`src/rtl/audio_rec_play_ctrl_if.sv`:
```
// SDRAM single-word request bus between the record/play controller and the SDRAM arbiter.
// Latency: none, wires only.
// Backpressure: each request is held by the master until the matching one-cycle ack.
interface audio_rec_play_ctrl_if #(
  parameter int ADDR_W = 22,
  parameter int DATA_W = 32
);
  logic              sdr_wr_req;
  logic [ADDR_W-1:0] sdr_wr_addr;
  logic [DATA_W-1:0] sdr_wr_data;
  logic              sdr_wr_ack;
  logic              sdr_rd_req;
  logic [ADDR_W-1:0] sdr_rd_addr;
  logic              sdr_rd_ack;
  logic [DATA_W-1:0] sdr_rd_data;
  logic              sdr_rd_valid;

  modport master (
    output sdr_wr_req, sdr_wr_addr, sdr_wr_data,
    input  sdr_wr_ack,
    output sdr_rd_req, sdr_rd_addr,
    input  sdr_rd_ack, sdr_rd_data, sdr_rd_valid
  );

  modport slave (
    input  sdr_wr_req, sdr_wr_addr, sdr_wr_data,
    output sdr_wr_ack,
    input  sdr_rd_req, sdr_rd_addr,
    output sdr_rd_ack, sdr_rd_data, sdr_rd_valid
  );
endinterface

```
`src/rtl/audio_rec_play_ctrl.sv`:
```
// Record ADC samples to SDRAM and play them back to the DAC; LOOP_PLAY_EN makes playback wrap.
// Latency: adc_valid -> sdr_wr_req 1 cycle; dac_req -> dac_valid 1 cycle.
// Backpressure: SDRAM requests held until ack; ADC samples arriving during a write are dropped (overrun).
module audio_rec_play_ctrl #(
  parameter int                ADDR_W   = 22,
  parameter int                DATA_W   = 32,
  parameter logic [ADDR_W-1:0] MAX_ADDR = 22'h3FFFFF
) (
  input  logic                  clk50M,
  input  logic                  reset_n,
  input  logic                  record_en,
  input  logic                  play_en,
  input  logic                  sdr_waddr_set,
  input  logic                  sdr_raddr_set,
  input  logic [DATA_W-1:0]     adc_data,
  input  logic                  adc_valid,
  input  logic                  dac_req,
  output logic [DATA_W-1:0]     dac_data,
  output logic                  dac_valid,
  audio_rec_play_ctrl_if.master sdr,
  output logic [ADDR_W-1:0]     rec_len,
  output logic                  rec_full,
  output logic                  overrun,
  output logic                  underrun,
  output logic                  play_done
);

  typedef enum logic [2:0] {
    IDLE,
    REC_IDLE,
    REC_WR,
    PLAY_FETCH,
    PLAY_WAIT,
    PLAY_READY
  } state_t;

  state_t            state;
  logic [ADDR_W-1:0] waddr;
  logic [ADDR_W-1:0] raddr;
  logic [DATA_W-1:0] pf_data;
  logic              pf_vld;
  logic              wclr;
  logic              rclr;

  // Address clears wait until no request of the matching direction is in flight;
  // a read is in flight from request until its data returns.
  assign wclr = sdr_waddr_set && !sdr.sdr_wr_req;
  assign rclr = sdr_raddr_set && !sdr.sdr_rd_req && (state != PLAY_WAIT);

  // Mode FSM, SDRAM request generation, DAC service and status flags.
  always_ff @(posedge clk50M or negedge reset_n) begin
    if (!reset_n) begin
      state           <= IDLE;
      waddr           <= '0;
      raddr           <= '0;
      pf_data         <= '0;
      pf_vld          <= 1'b0;
      dac_data        <= '0;
      dac_valid       <= 1'b0;
      sdr.sdr_wr_req  <= 1'b0;
      sdr.sdr_wr_addr <= '0;
      sdr.sdr_wr_data <= '0;
      sdr.sdr_rd_req  <= 1'b0;
      sdr.sdr_rd_addr <= '0;
      rec_len         <= '0;
      rec_full        <= 1'b0;
      overrun         <= 1'b0;
      underrun        <= 1'b0;
      play_done       <= 1'b0;
    end else begin
      dac_valid <= 1'b0;

      // The DAC is answered every request; an empty prefetch yields silence.
      if (dac_req) begin
        dac_valid <= 1'b1;
        if (pf_vld) begin
          dac_data <= pf_data;
          pf_vld   <= 1'b0;
        end else begin
          dac_data <= '0;
          if (!play_done) underrun <= 1'b1;
        end
      end

      case (state)
        IDLE: begin
          if (record_en) begin
            state <= REC_IDLE;
          end else if (play_en) begin
            // A word retained from an earlier play session is delivered before fetching more.
            state <= (pf_vld && !dac_req) ? PLAY_READY : PLAY_FETCH;
          end
        end

        REC_IDLE: begin
          // A sample coinciding with an address clear is not written, so it cannot land at a stale address.
          if (adc_valid && !rec_full && !sdr_waddr_set) begin
            sdr.sdr_wr_req  <= 1'b1;
            sdr.sdr_wr_addr <= waddr;
            sdr.sdr_wr_data <= adc_data;
            state           <= REC_WR;
          end else if (!record_en) begin
            state <= IDLE;
          end
        end

        REC_WR: begin
          if (adc_valid) overrun <= 1'b1;
          if (sdr.sdr_wr_ack) begin
            sdr.sdr_wr_req <= 1'b0;
            rec_len        <= rec_len + 1'b1;
            if (waddr == MAX_ADDR) rec_full <= 1'b1;
            else                   waddr    <= waddr + 1'b1;
            state <= record_en ? REC_IDLE : IDLE;
          end
        end

        PLAY_FETCH: begin
          if (sdr.sdr_rd_req) begin
            if (sdr.sdr_rd_ack) begin
              sdr.sdr_rd_req <= 1'b0;
              state          <= PLAY_WAIT;
            end
          end else if (!play_en) begin
            state <= IDLE;
          end else if (raddr >= rec_len) begin
`ifdef LOOP_PLAY_EN
            if (rec_len != '0) raddr <= '0;
`else
            play_done <= 1'b1;
`endif
          end else if (!rclr) begin
            sdr.sdr_rd_req  <= 1'b1;
            sdr.sdr_rd_addr <= raddr;
          end
        end

        PLAY_WAIT: begin
          if (sdr.sdr_rd_valid) begin
            pf_data <= sdr.sdr_rd_data;
            pf_vld  <= 1'b1;
            raddr   <= raddr + 1'b1;
            state   <= play_en ? PLAY_READY : IDLE;
          end
        end

        PLAY_READY: begin
          // Refetch once the word is consumed or discarded by a read-address clear.
          if (dac_req || !pf_vld) state <= PLAY_FETCH;
          else if (!play_en)      state <= IDLE;
        end

        default: state <= IDLE;
      endcase

      // Clears come last so they override any same-cycle update.
      if (wclr) begin
        waddr    <= '0;
        rec_len  <= '0;
        rec_full <= 1'b0;
        overrun  <= 1'b0;
      end
      if (rclr) begin
        raddr     <= '0;
        pf_vld    <= 1'b0;
        underrun  <= 1'b0;
        play_done <= 1'b0;
      end
    end
  end

endmodule

```
`src/flat_wrapper.sv`:
```
// flat-port wrapper written by rule: the top's interface ports become plain ports
module audio_rec_play_ctrl_flat 
#(
  parameter int                ADDR_W   = 22,
  parameter int                DATA_W   = 32,
  parameter logic [ADDR_W-1:0] MAX_ADDR = 22'h3FFFFF
)
  (clk50M, reset_n, record_en, play_en, sdr_waddr_set, sdr_raddr_set, adc_data, adc_valid, dac_req, dac_data, dac_valid, rec_len, rec_full, overrun, underrun, play_done, sdr_sdr_wr_req, sdr_sdr_wr_addr, sdr_sdr_wr_data, sdr_sdr_wr_ack, sdr_sdr_rd_req, sdr_sdr_rd_addr, sdr_sdr_rd_ack, sdr_sdr_rd_data, sdr_sdr_rd_valid);
  audio_rec_play_ctrl_if #(.ADDR_W(ADDR_W), .DATA_W(DATA_W)) sdr_i ();
  input  logic clk50M;
  input  logic reset_n;
  input  logic record_en;
  input  logic play_en;
  input  logic sdr_waddr_set;
  input  logic sdr_raddr_set;
  input  logic [DATA_W-1:0] adc_data;
  input  logic adc_valid;
  input  logic dac_req;
  output logic [DATA_W-1:0] dac_data;
  output logic dac_valid;
  output logic [ADDR_W-1:0] rec_len;
  output logic rec_full;
  output logic overrun;
  output logic underrun;
  output logic play_done;
  output wire logic [$bits(sdr_i.sdr_wr_req)-1:0] sdr_sdr_wr_req;
  output wire logic [$bits(sdr_i.sdr_wr_addr)-1:0] sdr_sdr_wr_addr;
  output wire logic [$bits(sdr_i.sdr_wr_data)-1:0] sdr_sdr_wr_data;
  input wire logic [$bits(sdr_i.sdr_wr_ack)-1:0] sdr_sdr_wr_ack;
  output wire logic [$bits(sdr_i.sdr_rd_req)-1:0] sdr_sdr_rd_req;
  output wire logic [$bits(sdr_i.sdr_rd_addr)-1:0] sdr_sdr_rd_addr;
  input wire logic [$bits(sdr_i.sdr_rd_ack)-1:0] sdr_sdr_rd_ack;
  input wire logic [$bits(sdr_i.sdr_rd_data)-1:0] sdr_sdr_rd_data;
  input wire logic [$bits(sdr_i.sdr_rd_valid)-1:0] sdr_sdr_rd_valid;
  assign sdr_sdr_wr_req = sdr_i.sdr_wr_req;
  assign sdr_sdr_wr_addr = sdr_i.sdr_wr_addr;
  assign sdr_sdr_wr_data = sdr_i.sdr_wr_data;
  assign sdr_i.sdr_wr_ack = sdr_sdr_wr_ack;
  assign sdr_sdr_rd_req = sdr_i.sdr_rd_req;
  assign sdr_sdr_rd_addr = sdr_i.sdr_rd_addr;
  assign sdr_i.sdr_rd_ack = sdr_sdr_rd_ack;
  assign sdr_i.sdr_rd_data = sdr_sdr_rd_data;
  assign sdr_i.sdr_rd_valid = sdr_sdr_rd_valid;
  audio_rec_play_ctrl #(.ADDR_W(ADDR_W), .DATA_W(DATA_W), .MAX_ADDR(MAX_ADDR)) u_core (.clk50M(clk50M), .reset_n(reset_n), .record_en(record_en), .play_en(play_en), .sdr_waddr_set(sdr_waddr_set), .sdr_raddr_set(sdr_raddr_set), .adc_data(adc_data), .adc_valid(adc_valid), .dac_req(dac_req), .dac_data(dac_data), .dac_valid(dac_valid), .sdr(sdr_i), .rec_len(rec_len), .rec_full(rec_full), .overrun(overrun), .underrun(underrun), .play_done(play_done));
endmodule
```
`config.mk`:
```
export PLATFORM = sky130hd
export DESIGN_NAME = audio_rec_play_ctrl_flat
export DESIGN_NICKNAME = d
export VERILOG_FILES = /design/src/rtl/audio_rec_play_ctrl_if.sv /design/src/rtl/audio_rec_play_ctrl.sv /design/src/flat_wrapper.sv
export SDC_FILE = /design/constraint.sdc
export NUM_CORES = 1
export LEC_CHECK = 0
export CORE_MARGIN = 5
export CORE_UTILIZATION = 51
export DETAILED_ROUTE_END_ITERATION = 12
export HOLD_SLACK_MARGIN = 0.08
export PLACE_DENSITY_LB_ADDON = 0.2
export SLEW_MARGIN = 20
export SYNTH_ARGS = -nofsm -noshare
export SYNTH_HDL_FRONTEND = slang
export SYNTH_SLANG_ARGS = --single-unit
```
`constraint.sdc`:
```
create_clock -name clk50M -period 3.25 [get_ports clk50M]
set_input_delay 0.65 -clock clk50M [delete_from_list [all_inputs] [get_ports clk50M]]
set_output_delay 0.65 -clock clk50M [all_outputs]
set_load 0.05 [all_outputs]
```
After elaboration in Yosys (flattened, before gate mapping)
Cells that the tools add are included.
{"block": "word_totals", "input_bits": 75, "register_bits": 217, "out_inout_bits": 137}
{"block": "op_classes", "n_reduce_logical": 37, "add_sub_neg": 3, "bitwise_logic": 3, "n_eq_ne": 17, "magnitude_cmp": 1, "mux": 54}
{"operator": "22-bit 2-to-1 mux", "count": 10}
{"operator": "22-bit by 1-bit adder with 22-bit output (second input constant)", "count": 3}
{"operator": "3-bit 2-to-1 mux", "count": 12}
{"operator": "32-bit 2-to-1 mux", "count": 1}
{"operator": "1-bit 2-to-1 mux", "count": 29}
{"operator": "22-bit == test (second input constant)", "count": 1}
{"operator": "22-bit >= comparator", "count": 1}
{"operator": "2-bit nonzero test", "count": 11}
{"operator": "3-bit case mux with 6 select lines", "count": 1}
{"operator": "3-bit AND reduction", "count": 4}
{"operator": "2-bit inequality test (second input constant)", "count": 5}
{"operator": "2-bit AND reduction", "count": 5}
{"operator": "5-bit AND reduction", "count": 2}
{"operator": "3-bit inequality test (second input constant)", "count": 3}
{"operator": "3-bit by 2-bit == test with 1-bit output (second input constant)", "count": 2}
{"operator": "3-bit == test (second input constant)", "count": 2}
{"operator": "1-bit logical AND", "count": 6}
{"operator": "1-bit logical NOT", "count": 6}
{"operator": "2-bit by 1-bit inequality test with 1-bit output (second input constant)", "count": 2}
{"operator": "4-bit AND reduction", "count": 1}
{"operator": "3-bit by 1-bit == test with 1-bit output (second input constant)", "count": 1}
{"operator": "3-bit logical NOT", "count": 1}
{"operator": "3-bit by 2-bit inequality test with 1-bit output (second input constant)", "count": 1}
{"operator": "1-bit inverter", "count": 3}
{"operator": "2 further kinds", "count": 2}

Depth between registers and ports, before layout
Gate-level depths: netlist (run 1).
{"block": "logic_depth", "ltp_word": 7, "mapped_depth": 9}

Least setup slack after synthesis (run 1)
No wires, ideal clock.
{"block": "synth_path", "path_type": "reg-to-reg", "startpoint": "reg u_core.rec_len[8]", "endpoint": "reg u_core.sdr.sdr_rd_addr[0]", "required_time_ns": 3.122, "stages_incl_launch_ff": 9, "setup_slack_ns": 0.582, "setup_time_ns": 0.128, "period_less_slack_ns": 2.668, "n_path_buf": 1, "arrival_ns": 2.540, "path_cell_list": "dfrtp_1 > inv_1 > ha_1 > and3_1 > a221o_1 > a2bb2oi_1 > nand3_1 > buf_2 > mux2_1"}
{"block": "synth_via", "elab_chain_cells": 3}
{"element": "start: declaration", "line_no": "audio_rec_play_ctrl.sv:21", "rtl": "output logic [ADDR_W-1:0] rec_len,"}
{"element": "start signal: assignment", "line_no": "audio_rec_play_ctrl.sv:111", "rtl": "rec_len <= rec_len + 1'b1;"}
{"element": "22-bit >= comparator", "line_no": "audio_rec_play_ctrl.sv:126", "rtl": "end else if (raddr >= rec_len) begin"}
{"element": "1-bit inverter (no line)"}
{"element": "5-bit AND reduction (no line)"}
{"element": "end signal: assignment", "line_no": "audio_rec_play_ctrl.sv:134", "rtl": "sdr.sdr_rd_addr <= raddr;"}
{"element": "end: declaration", "line_no": "audio_rec_play_ctrl_if.sv:21", "rtl": "output sdr_rd_req, sdr_rd_addr,"}
No other way between the ends.
A chain may end at the register's enable or synchronous reset.

Worst setup path after layout (run 1)
{"block": "layout_path", "startpoint": "reg u_core.rec_len[19]", "endpoint": "reg u_core.sdr.sdr_rd_addr[4]"}
The elaborated chain is that of the path after synthesis.

==> run metrics, run 1 <==
status finished clean; DRT iter0 DRCs between 400 and 500; vias per cell roughly 5.2; post-route cell area between 10,000 and 15,000 um2; Num CTS Buffers 24; mux cell area share after synthesis 0.0882; layout cells sized above 1 0.108; Post-Syn Area 9690 um2; P&R area growth vs syn 33.2%; port bufs 211; CTS tree built; Ys Warns 0; Worst EP required between 3 and 4 ns; GRT Total Usage 0.204; Longest Clk Path Bufs 3; DR pass1 iterations 4; Slew headroom 0.524; Max Clock Skew ~0.008 ns; Setup Fix Bufs, Post-CTS 0; most frequent cells in the layout dfrtp_1, clkdlybuf4s50_1, nand2_1; placed cell area around 12,000 um2; critical path startpoint u_core.rec_len[19]$_DFFE_PN0P_; Fin Setup TNS 0 ns; Die X around 150 um; # rows 50; Synth Area in Simple Gates 0.169; Max Slew Vio Count 0; distinct cell type count after synthesis 58; Core ar. about 19,000 um2; CP top delay family simple AND/OR/NAND/NOR gates; Fmax 381 MHz; Initial Utilization 0.518; Clock transition at path regs ~0.060 ns; crit path launch type register; CP endpoint kind register; cells after synthesis between 900 and 1,000; Crit-path slowest cell nor4_1; most common cell after layout, fill and taps aside dfrtp_1; Synth top area share 0.560; largest area contributor in the netlist dfrtp_1; sequential area share after synthesis 0.560; Synth Area in XOR/XNOR 0.0443; Final Worst Setup Slack around 0.63 ns; worst vdd ir 630 uV; P per Cell Area 659 nW/um2; Routed WL approximately 22,000 um; CTS Root Buffer Type clkbuf_16; Yosys reg bits 217; die area between 20,000 and 25,000 um2; largest family of logic cells by synthesized area simple AND/OR/NAND/NOR gates; Max H-tree Level 1; gpl congestion 0.812; most used cell, CP nand4_1; first-pass GRT wire length ~37,000 um; crit path buf inv count 2; ant diodes 0; Via Count approximately 7,100; max-capacitance violation count 0; fin crit share 0.807; Main synth FF type dfrtp_1; largest net degree at the start of global routing 87; top post-synthesis cells by area dfrtp_1, nand2_1, mux2_2; HPWL Detailed between 15,000 and 20,000 um; overall power about 8.5 mW; CP Cell Sequence inv_1, ha_1, nand4_1, nor4_1, nand4_1, nand3_1, buf_4, mux2_1; initial antenna violation count 0; Mean Syn Cell Area between 10 and 15 um2; worst min path class input port to async pin; # hold bufs at CTS 0; Syn Nets just over 1,000; reg-to-reg startpoint u_core.rec_len[19]$_DFFE_PN0P_; Static Leak between 5 and 6 nW; Nets roughly 1,200; crit-path max cell delay 0.51 ns; number of synthesized flops with an enable pin 0; Clock Latency Late Sink about 0.51 ns; WL/cell roughly 16 um; Crit Path Max Fanout 22; Post-CTS Resized 0; number of fill cells between 1,000 and 1,500; Worst-Margin Slew approximately 0.71 ns; final setup violation count 0; Final ANT Viol Nets 0; Setup WS pre-CTS 0.515 ns; number of global-route vias before repair 7,180; Post-Synth Adder-Cell Area 0.0323; unrepaired setup endpoints after global routing false; CP arrival ~3 ns; DIE HEIGHT between 100 and 150 um; Synth async-reset ratio 1.00; kind of critical path register to register; post-synthesis compound-gate area fraction 0.0624; gr ovfl total 0; DRC violations left 0; Final Hold Fails 0; Final min period approximately 2.6 ns; CTS Sinks about 220; I/O Pins 212
[Yosys cell counts, types with 2 or more instances]
cell	n
a211oi_4	2
a21o_1	2
a21oi_1	29
a221oi_1	3
a31oi_1	2
and2_1	5
and3_1	16
and4_1	5
and4bb_1	2
buf_1	3
buf_2	9
buf_4	2
clkbuf_1	23
dfrtp_1	217
ha_1	25
inv_1	67
mux2_1	22
mux2_2	53
nand2_1	167
nand2b_1	3
nand3_1	21
nand3b_1	2
nand4_1	17
nor2_1	60
nor3_1	12
nor3b_1	2
nor4_1	2
o21a_1	2
o21ai_0	46
o21ai_1	4
o221ai_1	2
or3_1	15
xnor2_1	32
xor2_1	17
[sequential cells by signal (all words and copies together) (netlist names)]
| signal | flops |
|---|---|
| u_core.state | 3 |
| u_core.play_done | 1 |
| u_core.underrun | 1 |
| u_core.dac_data | 32 |
| u_core.raddr | 22 |
| u_core.rec_full | 1 |
| u_core.overrun | 1 |
| u_core.sdr.sdr_rd_addr | 22 |
| u_core.dac_valid | 1 |
| u_core.sdr.sdr_rd_req | 1 |
| u_core.pf_data | 32 |
| u_core.waddr | 22 |
| u_core.sdr.sdr_wr_data | 32 |
| u_core.sdr.sdr_wr_req | 1 |
| u_core.pf_vld | 1 |
| u_core.rec_len | 22 |
| u_core.sdr.sdr_wr_addr | 22 |
[worst register-to-register path, stage by stage (launching register included)]
cell and delay [ns]:
dfrtp_1 0.40, inv_1 0.10, ha_1 0.31, nand4_1 0.14, nor4_1 0.51, nand4_1 0.19, nand3_1 0.17, buf_4 0.31
mux2_1 0.38
[final cells by class]
| cell class | instances | area [um2] | area share |
|---|---|---|---|
| Sequential cell | 217 | 5430 | 0.421 |
| Multi-Input combinational cell | 593 | 3850 | 0.298 |
| Timing Repair Buffer | 226 | 2270 | 0.176 |
| Clock buffer | 35 | 753 | 0.0584 |
| Tap cell | 234 | 293 | 0.0227 |
| Inverter | 67 | 251 | 0.0195 |
| Clock inverter | 7 | 65.1 | 0.00504 |
[per-stage QoR]
stage	std cells	hold WS [ns]	util
after global routing	1379	0.183	0.690
after detailed placement	1337	0.462	0.646
after global placement	1337	0.456	0.646
after CTS	1379	0.162	0.690
final	1379	0.139	0.690
after floorplan	915	0.354	-
[cell families (layout without fill, tap and decap cells)]
kind of cell	Yosys count	count (layout)
xor+xnor	49	49
fa+ha+maj	25	25
compound gates	101	101
buf+inv	105	335
flops	217	217
simple gates	342	342
mux	76	76
[path summary, 6_finish.rpt]
kind | end | slack, ns | depth (start not counted)
max | u_core.sdr.sdr_rd_addr[4]$_DFFE_PN0P_ | 0.63 | 8
min reg2reg | u_core.pf_data[31]$_DFFE_PN0P_ | 0.47 | 2
max reg2reg | u_core.sdr.sdr_rd_addr[4]$_DFFE_PN0P_ | 0.63 | 8
max in group asynchronous | u_core.rec_len[6]$_DFFE_PN0P_ | 2.27 | 2
min in group clk50M | u_core.pf_data[31]$_DFFE_PN0P_ | 0.47 | 2
min | u_core.sdr.sdr_wr_data[6]$_DFFE_PN0P_ | 0.14 | 1
[routing by layer]
layer	track usage	share of wire	routed length, um	vias up
li1	-	-	-	3483
met3	0.0567	0.075	1640	31
met4	0.0490	0.019	426	0
met5	0	0	0	-
met1	0.283	0.44	9740	3445
met2	0.322	0.46	10200	190
[power by group]
| part | internal [mW] | leakage, nW | switching, mW |
|---|---|---|---|
| clock network | 1.68 | 0.404 | 1.06 |
| registers | 3.15 | 2.93 | 0.285 |
| logic | 0.879 | 2.54 | 1.45 |
(Power assumes the default switching activity.)
==> run 2: changes to the inputs <==
CORE_UTILIZATION = 46   (was 51)
clock period = 2.4 ns   (was 3.25 ns; I/O delays follow)
==> run 2 against run 1 <==
The flow now finishes with violations (setup timing). Sequential power rose by 35%. Flip-flop and latch count unchanged. Routed wire length rose by 6.7%. Die area is 10% higher. Utilization decreased by 4.6 points.
==> run metrics, run 2 (same netlist as run 1, synthesis figures left out) <==
Num CTS Buffers 24; post-route cell area roughly 13,000 um2; largest net degree at the start of global routing 67; Core ar. 20,900 um2; Via Count about 7,300; worst-case reg-to-reg path depth 8; Longest Clk Path Bufs 3; number of fill cells 1,756; fin cells between 1,000 and 1,500; gr ovfl total 0; hold-critical path depth 2; ant diodes 0; DRT iter0 DRCs 330; Clock Latency Late Sink 0.50 ns; Max H-tree Level 1; final setup violation count 1; Fmax between 400 and 500 MHz; gpl congestion about 0.8; WL/cell ~16 um; crit path launch type register; DR pass1 iterations 4; kind of critical path register to register; CTS Sinks roughly 220; dpl cells between 1,000 and 1,500; Fin Setup TNS -0.00179 ns; initial antenna violation count 0; Final min period ~2.4 ns; fin crit share 1.00; Clock transition at path regs approximately 0.060 ns; Storage cell area 5450 um2; Worst EP required ~2.8 ns; Routed WL between 20,000 and 25,000 um; Final Hold Fails 0; vias per cell ~5.0; status finished, violations left; Max Slew Vio Count 0; P&R area growth vs syn 38.9%; number of global-route vias before repair between 7,000 and 8,000; Hold Slack ~0.47 ns; first-pass GRT wire length roughly 38,000 um; worst vdd ir around 490 uV; failing checks setup timing; HPWL Detailed around 16,000 um; most common cell after layout, fill and taps aside clkdlybuf4s50_1; GRT Total Usage 0.192; worst min path class register to register; CTS Root Buffer Type clkbuf_16; most frequent cells in the layout clkdlybuf4s50_1, dfrtp_1, nand2_1; die area 24,100 um2; layout cells sized above 1 0.159; I/O Pins between 200 and 250; port bufs 211; Slew headroom 0.610; P per Cell Area between 800 and 900 nW/um2; Die X ~160 um; multi-input logic area between 3000 and 4000 um2; largest registers u_core.dac_data x32, u_core.pf_data x32, u_core.sdr.sdr_wr_data x32; CP endpoint kind register; Nets roughly 1,300; # rows 53; placed cell area approximately 12,000 um2; CP arrival about 2.8 ns; Worst-Margin Slew 0.583 ns; Crit Path Max Fanout 6; max-capacitance violation count 0; Final ANT Viol Nets 0; overall power roughly 12 mW; DIE HEIGHT between 150 and 200 um; Static Leak between 6 and 7 nW; CTS tree built; Final Worst Setup Slack -0.00179 ns; DRC violations left 0; Initial Utilization 0.464; Max Clock Skew around 0.0083 ns
==> run 2: changes by cell type in the layout (fill, tap and decap cells not counted), moves of 6 or more <==
| cell | previous run | this run |
|---|---|---|
| buf_4 | 12 | 41 |
| dfrtp_1 | 217 | 203 |
| dfrtp_2 | 0 | 14 |
| inv_1 | 67 | 61 |
| inv_2 | 0 | 6 |
==> run 2: layer usage <==
metal,track usage,routed length (um)
met1,0.267,10600
met3,0.0487,1580
met5,0,0
met4,0.0324,271
met2,0.311,11100
==> run 2: per-stage QoR <==
| stage | setup slack (ns) | util |
|---|---|---|
| 2_1_floorplan | 0.0157 | - |
| 3_3_place_gp | 0.0705 | 0.593 |
| 3_5_place_dp | -0.0101 | 0.593 |
| 4_1_cts | 0.0181 | 0.634 |
| 5_1_grt | -0.104 | 0.644 |
| 6_report | -0.00179 | 0.644 |
==> run 2: cell type report <==
type	instances	share of cell area
Clock buffer	34	0.0535
Clock inverter	9	0.00893
Inverter	67	0.0187
Multi-Input combinational cell	593	0.294
Sequential cell	217	0.405
Tap cell	275	0.0256
Timing Repair Buffer	262	0.195
==> run 2: power by group <==
group,leakage [nW],switching (mW),internal [mW]
logic,2.80,2.01,1.24
clock network,0.421,1.45,2.40
registers,2.91,0.379,4.27
total,6.13,3.84,7.90
==> run 2: timing repair <==
| item | 4_1_cts | 5_1_grt |
|---|---|---|
| buffers inserted | 0 | 8 |
| hold endpoints to repair | 61 | 0 |
| hold buffers | 1 | 0 |
| setup endpoints to repair | 0 | 23 |
| resized for setup | 0 | 16 |
==> run 2: critical path, cell delays in order, from the launching register on <==
cell       delay (ns)
dfrtp_2          0.44
ha_1             0.30
nand4_1          0.20
nor4_2           0.21
buf_4            0.16
nand4_1          0.20
nand3_4          0.25
clkbuf_16        0.19
mux2_1           0.32
==> run 2: path summary, 6_finish.rpt <==
kind	from	end	slack, ns
worst max-delay path	u_core.raddr[20]$_DFFE_PN0P_	u_core.sdr.sdr_rd_addr[19]$_DFFE_PN0P_	-0.002
worst min-delay path	u_core.pf_data[11]$_DFFE_PN0P_	u_core.pf_data[11]$_DFFE_PN0P_	0.47
worst max register to register	u_core.raddr[20]$_DFFE_PN0P_	u_core.sdr.sdr_rd_addr[19]$_DFFE_PN0P_	-0.002
worst min register to register	u_core.pf_data[11]$_DFFE_PN0P_	u_core.pf_data[11]$_DFFE_PN0P_	0.47
max in group asynchronous	reset_n	u_core.raddr[3]$_DFFE_PN0P_	1.18
min in group asynchronous	reset_n	u_core.sdr.sdr_wr_data[25]$_DFFE_PN0P_	0.51
